File: src/rtl/rd_fwft_stage.sv
`timescale 1ns/1ps
// rd_fwft_stage
// Read-domain output stage of an asynchronous FIFO. It turns the memory's
// registered-read, empty/enable interface into a first-word-fall-through
// valid/ready stream using a 3-entry skid buffer. It also reports a registered
// fill level and an almost-empty flag derived from the synchronized Gray write
// pointer. Everything runs in rclk.
module rd_fwft_stage #(
  parameter int DATA_WIDTH = 8,
  parameter int PTR_WIDTH  = 3,
  parameter int AE_THRESH  = 1
) (
  input  logic                  rclk,
  input  logic                  rrst_n,
  input  logic                  fifo_empty,
  output logic                  fifo_rd_en,
  input  logic [DATA_WIDTH-1:0] fifo_rdata,
  input  logic [PTR_WIDTH:0]    g_wptr_sync,
  input  logic [PTR_WIDTH:0]    b_rptr,
  output logic                  m_valid,
  input  logic                  m_ready,
  output logic [DATA_WIDTH-1:0] m_data,
  output logic [PTR_WIDTH:0]    rd_level,
  output logic                  almost_empty
);

  localparam int                 DEPTH    = 3;
  localparam int                 LW       = PTR_WIDTH + 1;
  localparam logic [PTR_WIDTH:0] AE_LEVEL = LW'(AE_THRESH);

  // Skid buffer storage and bookkeeping.
  logic [DATA_WIDTH-1:0] entry [DEPTH];
  logic [1:0]            count;
  logic [1:0]            wr_idx;
  logic [1:0]            rd_idx;
  logic                  inflight;
  logic                  push;
  logic                  pop;
  logic [2:0]            credit_used;

  // Level computation.
  logic [PTR_WIDTH:0]    wbin;
  logic [PTR_WIDTH:0]    level_next;
  logic                  ae_next;

  // Indices run 0,1,2,0,... so the buffer depth does not have to be a power of 2.
  function automatic logic [1:0] next_idx(input logic [1:0] idx);
    return (idx == 2'd2) ? 2'd0 : idx + 2'd1;
  endfunction

  // A read is only issued when a slot is guaranteed for its data, counting
  // the word already in flight. m_ready is deliberately not part of this, so
  // the read enable never depends combinationally on the downstream.
  assign credit_used = {1'b0, count} + {2'b00, inflight};
  assign fifo_rd_en  = !fifo_empty && (credit_used < 3'd3);

  // Data returned from the memory is written the cycle after the read enable.
  assign push    = inflight;
  assign m_valid = (count != 2'd0);
  assign pop     = m_valid && m_ready;
  assign m_data  = entry[rd_idx];

  // Occupancy, indices and the in-flight marker.
  // NOTE: state registers use non-blocking assignments so every flop samples
  // the pre-edge values of the others, independent of statement order.
  always_ff @(posedge rclk or negedge rrst_n) begin
    if (!rrst_n) begin
      count    <= 2'd0;
      wr_idx   <= 2'd0;
      rd_idx   <= 2'd0;
      inflight <= 1'b0;
    end else begin
      inflight <= fifo_rd_en;
      if (push) wr_idx <= next_idx(wr_idx);
      if (pop)  rd_idx <= next_idx(rd_idx);
      case ({push, pop})
        2'b10:   count <= count + 2'd1;
        2'b01:   count <= count - 2'd1;
        default: count <= count;
      endcase
    end
  end

  // Capture returning read data into the slot at wr_idx.
  // NOTE: the buffer is only three words, so it is reset; this keeps m_data
  // at zero after reset and guarantees no stale word survives a reset.
  always_ff @(posedge rclk or negedge rrst_n) begin
    if (!rrst_n) begin
      for (int i = 0; i < DEPTH; i++) entry[i] <= '0;
    end else if (push) begin
      entry[wr_idx] <= fifo_rdata;
    end
  end

  // Gray-to-binary of the synchronized write pointer: bit i is the XOR of
  // all Gray bits from i up to the MSB.
  // NOTE: every combinational output gets a default first so no path can
  // leave it unassigned and infer a latch.
  always_comb begin
    wbin = '0;
    for (int i = 0; i < LW; i++) wbin[i] = ^(g_wptr_sync >> i);
  end

  // Words left in memory, modulo the pointer range; buffered and in-flight
  // words have already advanced b_rptr and so are excluded.
  assign level_next = wbin - b_rptr;
  assign ae_next    = (level_next <= AE_LEVEL);

  // Register the level and the almost-empty flag from the same next value.
  always_ff @(posedge rclk or negedge rrst_n) begin
    if (!rrst_n) begin
      rd_level     <= '0;
      almost_empty <= 1'b1;
    end else begin
      rd_level     <= level_next;
      almost_empty <= ae_next;
    end
  end

  // The credit rule makes a push into a full buffer impossible.
  a_no_push_when_full: assert property (
    @(posedge rclk) disable iff (!rrst_n) inflight |-> (count != 2'd3)
  );

endmodule

File: config.mk
export PLATFORM = sky130hd
export DESIGN_NAME = rd_fwft_stage
export DESIGN_NICKNAME = d
export VERILOG_FILES = /design/src/rtl/rd_fwft_stage.sv
export SDC_FILE = /design/constraint.sdc
export NUM_CORES = 1
export LEC_CHECK = 0
export ABC_CLOCK_PERIOD_IN_PS = 3500
export CORE_UTILIZATION = 54
export CTS_CLUSTER_SIZE = 24
export DETAILED_ROUTE_END_ITERATION = 8
export MAX_ROUTING_LAYER = met4
export PLACE_DENSITY = 0.8
export SYNTH_ARGS = -nofsm -noshare
export SYNTH_HDL_FRONTEND = slang
export SYNTH_SLANG_ARGS = --single-unit
File: constraint.sdc
create_clock -name rclk -period 3.5 [get_ports rclk]
set_input_delay 1.05 -clock rclk [delete_from_list [all_inputs] [get_ports rclk]]
set_output_delay 1.05 -clock rclk [all_outputs]
set_load 0.01 [all_outputs]
Yosys cells after proc, flatten, opt, wreduce, memory -nomap -nowiden
Index checks and enable logic that the tools add are counted.
{ "classes": {"reduce_logical": 10, "n_lt_le_gt_ge": 5, "n_eq_ne": 4, "muxes": 9, "n_bitwise": 2, "addsub": 6} }
{ "ops": {"columns": ["cell", "n"], "rows": [
  ["bitwise mux 24 bit", 1],
  ["2-to-1 mux 8 bit", 3],
  ["binary-select mux 8 bit (select 2 bit)", 1],
  ["demux 8 bit (select 2 bit)", 1],
  ["parity 4 bit", 4],
  ["adder 2 x 1 -> 2 bit, second input constant", 3],
  ["== test 2 bit, second input constant", 3],
  ["greater-or-equal comparator 3 bit, second input constant", 2],
  ["NOT 2 -> 3 bit", 2],
  ["<= comparator 4 x 1 -> 1 bit, second input constant", 1],
  ["2-to-1 mux 2 bit", 2],
  ["one-hot mux 2 bit (2 select lines)", 1],
  ["nonzero test 2 bit", 2],
  ["subtractor 4 bit", 1],
  ["adder 2 x 1 -> 3 bit", 1],
  ["logical AND 1 bit", 3],
  ["< comparator 3 x 1 -> 1 bit, second input constant", 1],
  ["< comparator 3 x 2 -> 1 bit, second input constant", 1],
  ["== test 2 x 1 -> 1 bit, second input constant", 1],
  ["subtractor 2 x 1 -> 2 bit, second input constant", 1],
  ["zero test 1 bit", 1]
]} }
{ "totals": {"out_inout_bits": 15, "word_cells": 45, "regBits": 36} }

Longest topological paths before layout
{ "logic_depth": {"ltp_word": 6, "ltp_mapped": 7, "ltp_nobuf": 7} }

Worst setup path before layout
No wires, ideal clock.
{ "synth_path": {"kind": "input to register", "from": "input g_wptr_sync[3]", "to": "register almost_empty", "arrival_ns": 2.531, "path_stages": 7, "slack_ns": 0.880, "setup_ns": 0.089, "t_required_ns": 3.411, "cell_sequence": "xor2_1 xnor2_1 xor2_1 ha_1 fa_1 xnor2_1 a211oi_1"} }
{ "synth_between": {"elab_chain_len": 3, "word_cells_on_any_way": 6, "cone_classes": "add/sub (1); order compare (1); reduce/logical (4)"} }
{ "synth_lines": {"columns": ["item", "line", "rtl"], "rows": [
  ["from (decl)", "18", "input logic [PTR_WIDTH:0] g_wptr_sync,"],
  ["parity 4 bit", "101", "for (int i = 0; i < LW; i++) wbin[i] = ^(g_wptr_sync >> i);"],
  ["subtractor 4 bit *", "106", "assign level_next = wbin - b_rptr;"],
  ["net level_next[2]", "43", "logic [PTR_WIDTH:0] level_next;"],
  ["<= comparator 4 x 1 -> 1 bit *", "107", "assign ae_next = (level_next <= AE_LEVEL);"],
  ["net ae_next", "44", "logic ae_next;"],
  ["to (signal assigned)", "116", "almost_empty <= ae_next;"],
  ["to (decl)", "24", "output logic almost_empty"]
]} }
Mark *: on every way through the listed nets, which the timed path passes. The rest lies on a longest branch.
A chain may end at the register's enable or synchronous reset.

Worst setup path in the final report
{ "layout_path": {"from": "input fifo_empty", "to": "output fifo_rd_en"} }
{ "layout_between": {"elab_chain_len": 2} }
{ "layout_lines": {"columns": ["item", "line", "rtl"], "rows": [
  ["from (decl)", "15", "input logic fifo_empty,"],
  ["zero test 1 bit", "55", "assign fifo_rd_en = !fifo_empty && (credit_used < 3'd3);"],
  ["logical AND 1 bit", "55", null],
  ["to (decl)", "16", "output logic fifo_rd_en,"]
]} }
No other way between the ends.

==> results.yml <==
sta:
  finalCriticalPeriod_ps: 3333
  final.period_utilization_pct: 95.24
  setup_viol: 0
  max-slew-margin-rel_pct: 45.81
  max_freq_mhz: 300.0
  hold_viol_final: 0
  setup_tns_ps: 0
  fin_skew_ps: 6.357
  rsz0062_at_grt: "false"
  final_max_slew_viol_count: 0
  worst_slew_pin_slew_ps: 808.4
critical_path:
  crit_slowest_cell: "clkdlybuf4s50_1"
  reg2regPathDepth: 5
  crit_path_max_fanout: 2
  worstPathRequired_ps: 2450
  cp_common_cell: "clkdlybuf4s50_1"
  path_cells: "clkdlybuf4s50_1 > a211oi_1 > clkdlybuf4s50_1"
  crit_type: "in2out"
  crit_path_end_kind: "output port"
  slowest_delay_ps: 590
  cp-start-kind: "input pin"
  crit_arrival_ps: 2280
clocking:
  clkLatencyLatePin_ps: 320
  ctsHoldBuffers: 0
  htreeDepth: 2
  clock_path_buffers: 2
  cts_root_buf: "clkbuf_4"
  clkTransAtPathRegs_ps: 90
  cts_buffers: 5
  cts_tree: "yes"
  post_cts_buffers: 0
  clock-sinks: 36
  cts_resized: 0
global_routing:
  grt_pass1_vias: 1215
  antenna_found_initial: 0
  grt_overflow: 0
  grtUsageTotal_pct: 22.24
  grt_pass1_wl_um: 5423
  grt_max_degree: 37
drt:
  via_count: 1113
  viasPerCell: 5.225
  dr.pass1.iters: 6
  drc: 3
  drt_iter0_markers: 27
  drt_wl_total_um: 3183
  antenna_left: 0
  wl_per_cell_um: 14.94
run_status:
  status: "complete, but fails checks"
  violations: "DRC"
synthesis:
  syn_avg_cell_area_um2: 13.05
  synthTopCellsByArea: "dfrtp_1 (52%), mux2_2 (11%), mux2_4 (7.1%), mux2i_1 (4.7%), ha_1 (4.4%)"
  syn_area_um2: 1697
  synth.top_cell.area_share_pct: 51.62
  syn_nets: 157
  async_flop_share_pct: 100.0
  synth_area_leader_cell: "dfrtp_1"
  synth_flop_cell: "dfrtp_1"
  ys_seq_area_share_pct: 53.17
  synth.distinct_cells: 29
  syn_inst: 130
  ys_ff_latch: 36
  yosysWarnings: 0
  synth-edff-count: 0
floorplanning:
  die_x_um: 58.05
  fp.coreArea_um2: 2877
  initial_core_util_pct: 58.98
  dieHeight_um: 58.05
  io_pins: 35
  dieArea_um2: 3370
  rows: 19
final_layout:
  drive_above_1_share_pct: 22.22
  fillCellCount: 215
  num_antenna_cells: 0
  final_common_cell: "dfrtp_1"
  final_cell_mix: "dfrtp_1 (35), clkdlybuf4s50_1 (34), mux2_2 (17)"
  instances_no_fill: 213
  final_core_util_pct: 74.34
  nets: 197
  areaGrowthSynthToFinish_pct: 26.03
  stdcell_area_um2: 2138
power_and_ir_drop:
  power.density_nw_per_um2: 860.0
  p_leak_uw: 0.0009644
  power.total_uw: 1839
  ir_drop_v: 0.0005548
placed_design:
  placed_cells: 205
  portBuffers: 34
  placed_cell_area_um2: 2088
  place.gp.congestion: 0.7349
  place_hpwl_um: 2322
min_path:
  hold_depth: 1
  min_path_type: "reg2reg"
run:
  cap_violations: 0
## worst max-delay path: cells and delay by family
kind / cells / cell delay (ps)
buffers and inverters: 2 / 990
AO/OA/AOI/OAI: 1 / 240
## cell type report
type | instances | area, um^2 | share of cell area, %
flip-flops and latches | 36 | 902.1 | 42.19
multi-input cells | 82 | 740.7 | 34.64
repair buffers | 37 | 362.8 | 16.97
well taps | 42 | 52.55 | 2.458
clock buffers | 7 | 45.04 | 2.106
inverters | 8 | 30.03 | 1.404
clock inverters | 1 | 5.005 | 0.2341
## metal layers
metal | global-route usage, % | vias up | part of all wire [%]
met4 | 6.122 | 0 | 0.85
met2 | 39.24 | 29 | 52
met3 | 4.688 | 4 | 4.0
met5 | - | - | 0
li1 | - | 530 | -
met1 | 25.60 | 550 | 43
## report_power, final
group / switching [uW] / internal [uW] / leakage [uW]
clock: 126 / 78.3 / 0.0000293
combinational: 358 / 533 / 0.000511
sequential: 127 / 616 / 0.000424
## logic make-up (layout without fill, tap and decap cells)
group	count (synthesis)	after routing	synth area share [%]
buffers and inverters	12	53	3.170
AOI/OAI and AO/OA	16	16	5.457
and+or+nand+nor	18	18	5.384
DFF	36	36	53.17
xor gates and xnor gates	8	8	4.129
adders and majority gates	7	7	5.605
muxes	33	33	23.08
## sequential cells by signal, indices dropped and copies added (netlist names)
| signal | cells |
|---|---|
| almost_empty | 1 |
| count | 2 |
| inflight | 1 |
| rd_idx | 2 |
| entry | 24 |
| rd_level | 4 |
| wr_idx | 2 |
## cell usage after synthesis, types with 2 or more instances
master and count:
o21ai_0 10, a211oi_1 2, mux2i_1 8, mux2_4 8, xnor2_1 4, nand2_1 8
ha_1 6, xor2_1 4, a21o_1 3, mux2_2 17, inv_1 7, nand3_1 2
dfrtp_1 35
## path summary, 6_finish.rpt
| path | startpoint | end | slack [ps] |
|---|---|---|---|
| max | fifo_empty | fifo_rd_en | 170 |
| min | entry[17]$_DFFE_PN0P_ | entry[17]$_DFFE_PN0P_ | 510 |
| max reg2reg | count[0]$_DFFE_PN0P_ | count[1]$_DFFE_PN0P_ | 1780 |
| min reg2reg | entry[17]$_DFFE_PN0P_ | entry[17]$_DFFE_PN0P_ | 510 |
| max in group asynchronous | rrst_n | almost_empty$_DFF_PN1_ | 2020 |
| min in group asynchronous | rrst_n | entry[5]$_DFFE_PN0P_ | 1120 |
## per-stage QoR
stage / setup WS [ps] / hold WS, ps
finish: 166.5 / 512.3
global route: 127.5 / 528.0
CTS: 141.8 / 517.2
detailed placement: 153.4 / 493.3
global placement: 211.4 / 487.9
floorplan: 879.6 / 476.3
(Power assumes the default switching activity.)
==> variant 1 (same settings) <==
Register the output `rd_level` once more, cleared by the reset; this adds one clock of latency there. The other outputs are not delayed to match.
--- a/src/rtl/rd_fwft_stage.sv
+++ b/src/rtl/rd_fwft_stage.sv
@@ -29,2 +29,4 @@
   localparam logic [PTR_WIDTH:0] AE_LEVEL = LW'(AE_THRESH);
+
+  logic [PTR_WIDTH:0] rd_level_s0;
 
@@ -111,6 +113,6 @@
     if (!rrst_n) begin
-      rd_level     <= '0;
+      rd_level_s0  <= '0;
       almost_empty <= 1'b1;
     end else begin
-      rd_level     <= level_next;
+      rd_level_s0  <= level_next;
       almost_empty <= ae_next;
@@ -124,2 +126,10 @@
 
+  always_ff @(posedge rclk or negedge rrst_n) begin
+    if (!rrst_n) begin
+      rd_level <= '0;
+    end else begin
+      rd_level <= rd_level_s0;
+    end
+  end
+
 endmodule
Function: changed (a bounded check fails within 4 cycles, from zero or initial values and one cycle with rrst_n low).
==> variant 1 against the original RTL <==
  * Maximum frequency down 0.40%
  * Hold slack worse by 0.16 ns
  * Routed wire length down 1.7%
  * Via count up 2.0%
  * Clock power up 16%
  * Critical endpoint unchanged
  * Synthesized area up 6.3%
  * Highest routed layer unchanged
  * Sequential power up 8.9%
  * Sequential cell count up 4
  * Total power up 5.5%
  * Worst setup slack worse by 0.013 ns
  * Largest cell class unchanged
  * Die area up 6.0%
  * Cell area up 5.0%
==> variant 1: results (changes against the original RTL) <==
Status: completed (was complete, but fails checks)
Post_cts resized: 0 (unchanged)
Placed Cells: 210 (was 205)
Data arrival, critical path: 2.30 ns (was 2.28 ns)
Fill cells: 241 (was 215)
WL/cell: 14.4 um (was 14.9 um)
CTS buffer count: 5 (unchanged)
Clock Latency Late Sink: 0.35 ns (was 0.32 ns)
Diode count: 0 (unchanged)
Initial DRT Pass Iterations: 4 (was 6)
Commonest cells in the netlist: 39 x dfrtp_1, 17 x mux2_2, 10 x o21ai_0 (was 35 x dfrtp_1, 17 x mux2_2, 10 x o21ai_0)
Max FO, Critical Path: 2 (unchanged)
Min-delay worst type: reg2reg (unchanged)
Clock Pin Slew Worst Setup and Hold Paths: 0.10 ns
Post-route insts no fill: 218 (was 213)
Clk buf depth: 2 (unchanged)
Skew final: 0.0106 ns (was 0.00636 ns)
Nets: 200 (was 197)
Worst IR Drop VDD: 427 uV (was 555 uV)
H-tree depth: 2 (unchanged)
Pin count of the biggest net entering global routing: 41 (was 37)
Ratio of cells with drive above 1 in the final layout: 0.230 (was 0.222)
GR Util All Layers: 0.222 (about the same)
Initial antenna violation count: 0 (unchanged)
Root Driver: clkbuf_4 (unchanged)
DRT iter0 DRCs: 24 (was 27)
Routability cong.: 0.722 (was 0.735)
Synth area leaders: dfrtp_1 54%, mux2_2 11%, mux2_4 6.7% (was dfrtp_1 52%, mux2_2 11%, mux2_4 7.1%)
Synth cell types: 29 (unchanged)
First-pass GRT wire length: 5.35 mm (was 5.42 mm)
Postcts setup bufs: 0 (unchanged)
Vias: 1135 (was 1113)
PortBufs: 34 (unchanged)
Synthesized net count: 161 (was 157)
Static leakage: 1.01 nW (was 0.964 nW)
Sequential area share after synthesis: 0.556 (was 0.532)
Gate Count Post-Synth: 134 (was 130)
Regs by FF count: entry: 24 flops, rd_level: 4 flops, rd_level_s0: 4 flops (was entry: 24 flops, rd_level: 4 flops)
Ys flop type: dfrtp_1 (unchanged)
Vias in the first global route: 1212 (was 1215)
Synth warn: 0 (unchanged)
Post-DP HPWL: 2.29 mm (was 2.32 mm)
Worst-margin pin slew: 0.835 ns (was 0.808 ns)
Share of flip-flops with an asynchronous set or reset: 1.00 (unchanged)
[variant 1: cell count changes after synthesis]
| cell | delta |
|---|---|
| nor3_4 | +1 |
| dfrtp_1 | +4 |
| nor3_2 | -1 |
[variant 1: through the flow]
step	area (sq um)	worst slack (ns)	hold WS, ns
2_1_floorplan	1800	0.880	0.331
3_3_place_gp	2180	0.213	0.334
3_5_place_dp	2180	0.158	0.340
4_1_cts	2250	0.142	0.356
5_1_grt	2250	0.0422	0.357
6_report	2250	0.153	0.356
[variant 1: metal layers]
layer / vias up / GRT usage / part of all wire
met5: - / - / 0
li1: 537 / - / -
met2: 31 / 0.349 / 0.49
met1: 558 / 0.263 / 0.44
met3: 9 / 0.0671 / 0.049
met4: 0 / 0.0997 / 0.024
[variant 1: worst paths after layout]
check	slack (ns)	cells after the start	from	end
hold reg to reg	0.36	0	rd_level_s0[3]$_DFF_PN0_	rd_level[3]$_DFF_PN0_
setup reg to reg	1.77	6	count[0]$_DFFE_PN0P_	count[1]$_DFFE_PN0P_
setup / recovery	0.15	3	fifo_empty	fifo_rd_en
min in group asynchronous	0.79	1	rrst_n	entry[0]$_DFFE_PN0P_
max in group asynchronous	2.18	1	rrst_n	rd_level_s0[3]$_DFF_PN0_
hold / removal	0.36	0	rd_level_s0[3]$_DFF_PN0_	rd_level[3]$_DFF_PN0_
[variant 1: power breakdown]
group          total [mW]  switching (mW)  internal (mW)  leakage [nW]
Clock               0.236           0.140         0.0955        0.0380
Combinational       0.893           0.359          0.534         0.507
Sequential          0.810           0.135          0.675         0.470
Total                1.94           0.635           1.31          1.01
[variant 1: kinds of logic after synthesis]
family	share of synthesized area
DFF	0.556
muxes	0.217
and+or+nand+nor	0.0541
xor gates and xnor gates	0.0389
buffers and inverters	0.0298
adders and majority gates	0.0527
AOI/OAI and AO/OA	0.0513
[variant 1: area by class of cell]
cell class	instances	area, sq um	share of cell area
sequential	40	1000	0.446
tap	44	55.1	0.0245
inverter	8	30.0	0.0134
multi-input combinational	82	747	0.333
clock inverter	2	10.0	0.00446
clock buffer	6	51.3	0.0228
timing repair buffer	36	350	0.156
[variant 1: critical path, cell delays in order]
cell	delay, ns
clkdlybuf4s50_1	0.39
a211oi_1	0.25
clkdlybuf4s50_1	0.60
==> variant 2 (same flow settings) <==
Made on the original files. `DATA_WIDTH`: 8 -> 10.
--- a/src/rtl/rd_fwft_stage.sv
+++ b/src/rtl/rd_fwft_stage.sv
@@ -8,3 +8,3 @@
 module rd_fwft_stage #(
-  parameter int DATA_WIDTH = 8,
+  parameter int DATA_WIDTH = 10,
   parameter int PTR_WIDTH  = 3,
Ports: changed (resized fifo_rdata and m_data); port bits go from 35 to 39. No check against the original RTL was run, so the function may have changed too.
==> variant 2 against the original RTL <==
  * Cell area rose by 14%
  * Synthesized area rose by 16%
  * Global-route usage fell by 0.95 points
  * Routed wire length rose by 12%
  * Final cell count rose by 12%
  * Sequential cell count rose by 6
  * Total power rose by 17%
  * Sequential share of layout area rose by 0.81 points
  * Worst setup slack improved by 0.0079 ns
==> variant 2: results (changes against the original RTL) <==
Static leakage: 1.10 nW (was 0.964 nW)
Slowest CP cell: clkdlybuf4s50_1 (unchanged)
Hold_sp: entry[29]$_DFFE_PN0P_ (was entry[17]$_DFFE_PN0P_)
Post-DP HPWL: 2.54 mm (was 2.32 mm)
Pin count of the biggest net entering global routing: 43 (was 37)
Regs by FF count: entry: 30 flops, rd_level: 4 flops (was entry: 24 flops, rd_level: 4 flops)
Worst R2R Setup Slack: 1.88 ns (was 1.78 ns)
Synth area leaders: dfrtp_1 52%, mux2_2 12%, mux2_4 7.6% (was dfrtp_1 52%, mux2_2 11%, mux2_4 7.1%)
Max FO, Critical Path: 2 (unchanged)
Root Driver: clkbuf_4 (unchanged)
Diode count: 0 (unchanged)
Nets: 221 (was 197)
Synth cell types: 28 (was 29)
Min-delay worst type: reg2reg (unchanged)
Worst Hold End: entry[29]$_DFFE_PN0P_ (was entry[17]$_DFFE_PN0P_)
Endpoints failing setup: 0 (unchanged)
Status: completed (was complete, but fails checks)
Synth warn: 0 (unchanged)
Ratio of cells with drive above 1 in the final layout: 0.238 (was 0.222)
Routability cong.: 0.772 (was 0.735)
Relative slew slack: 0.400 (was 0.458)
Detailed Route WL: 3.58 mm (was 3.18 mm)
Commonest cells in the netlist: 41 x dfrtp_1, 21 x mux2_2, 12 x o21ai_0 (was 35 x dfrtp_1, 17 x mux2_2, 10 x o21ai_0)
First-pass GRT wire length: 6.18 mm (was 5.42 mm)
Initial DRT Pass Iterations: 4 (was 6)
Worst IR Drop VDD: 551 uV (was 555 uV)
H-tree depth: 2 (unchanged)
PortBufs: 38 (was 34)
Final period util: 0.950 (was 0.952)
Max stage delay on crit path: 0.59 ns (about the same)
Synthesized net count: 179 (was 157)
Place WS: 0.180 ns (was 0.153 ns)
GR Util All Layers: 0.213 (was 0.222)
Initial antenna violation count: 0 (unchanged)
DRT iter0 DRCs: 59 (was 27)
Ys flop type: dfrtp_1 (unchanged)
Vias: 1261 (was 1113)
CTS buffer count: 5 (unchanged)
Sequential area share after synthesis: 0.535 (was 0.532)
Crit. Startpoint: fifo_empty (unchanged)
Clock Latency Late Sink: 0.34 ns (was 0.32 ns)
Skew final: 0.00503 ns (was 0.00636 ns)
Clock Pin Slew Worst Setup and Hold Paths: 0.11 ns (was 0.09 ns)
Vias in the first global route: 1437 (was 1215)
Share of flip-flops with an asynchronous set or reset: 1.00 (unchanged)
==> variant 2: cell types whose count changed in the layout (fill, tap and decap cells not counted), sizes merged <==
cell / before / now
buf: 3 / 4
clkdlybuf4s50: 34 / 37
dfrtp: 35 / 41
mux2: 25 / 31
mux2i: 8 / 10
nand2: 8 / 10
o21ai: 10 / 12
==> variant 2: how the worst max path moves through the flow <==
stage	to	cells after the start
final	fifo_rd_en	3
after CTS	fifo_rd_en	3
after global placement	fifo_rd_en	3
after floorplan	almost_empty$_DFF_PN1_	7
after global routing	fifo_rd_en	3
after detailed placement	almost_empty$_DFF_PN1_	8
==> variant 2: report_power, final <==
| group | internal [mW] | switching (mW) | total (mW) | leakage (nW) |
|---|---|---|---|---|
| Combinational | 0.632 | 0.385 | 1.02 | 0.572 |
| Sequential | 0.721 | 0.174 | 0.895 | 0.494 |
| Clock | 0.0975 | 0.146 | 0.244 | 0.0353 |
==> variant 2: kinds of logic after synthesis <==
logic type               share of synthesized area
flip-flops                                   0.535
multiplexers                                 0.248
AO/OA/AOI/OAI                               0.0528
XOR/XNOR                                    0.0356
AND/OR/NAND/NOR                             0.0478
adder cells (fa/ha/maj)                     0.0484
buffers and inverters                       0.0325
==> variant 2: stage by stage <==
stage                     hold slack (ns)  instance area [sq um]  instances
final                               0.517                   2450        239
after global routing                0.525                   2450        239
after CTS                           0.520                   2450        239
after detailed placement            0.493                   2390        231
after global placement              0.487                   2390        231
after floorplan                     0.476                   1970        150
==> variant 2: final cells by class <==
type                            count  area [sq um]
Multi-Input combinational cell     94           850
Clock inverter                      1          5.00
Fill cell                         247           968
Sequential cell                    42          1050
Timing Repair Buffer               41           398
Clock buffer                        7          55.1
Inverter                            8          30.0
Tap cell                           46          57.6
==> variant 2: metal layers <==
metal,up-vias,GRT usage,routed length [um]
met5,-,-,0
met4,0,0.0930,50
met3,6,0.0368,127
met2,33,0.361,1850
met1,625,0.249,1550
li1,597,-,-
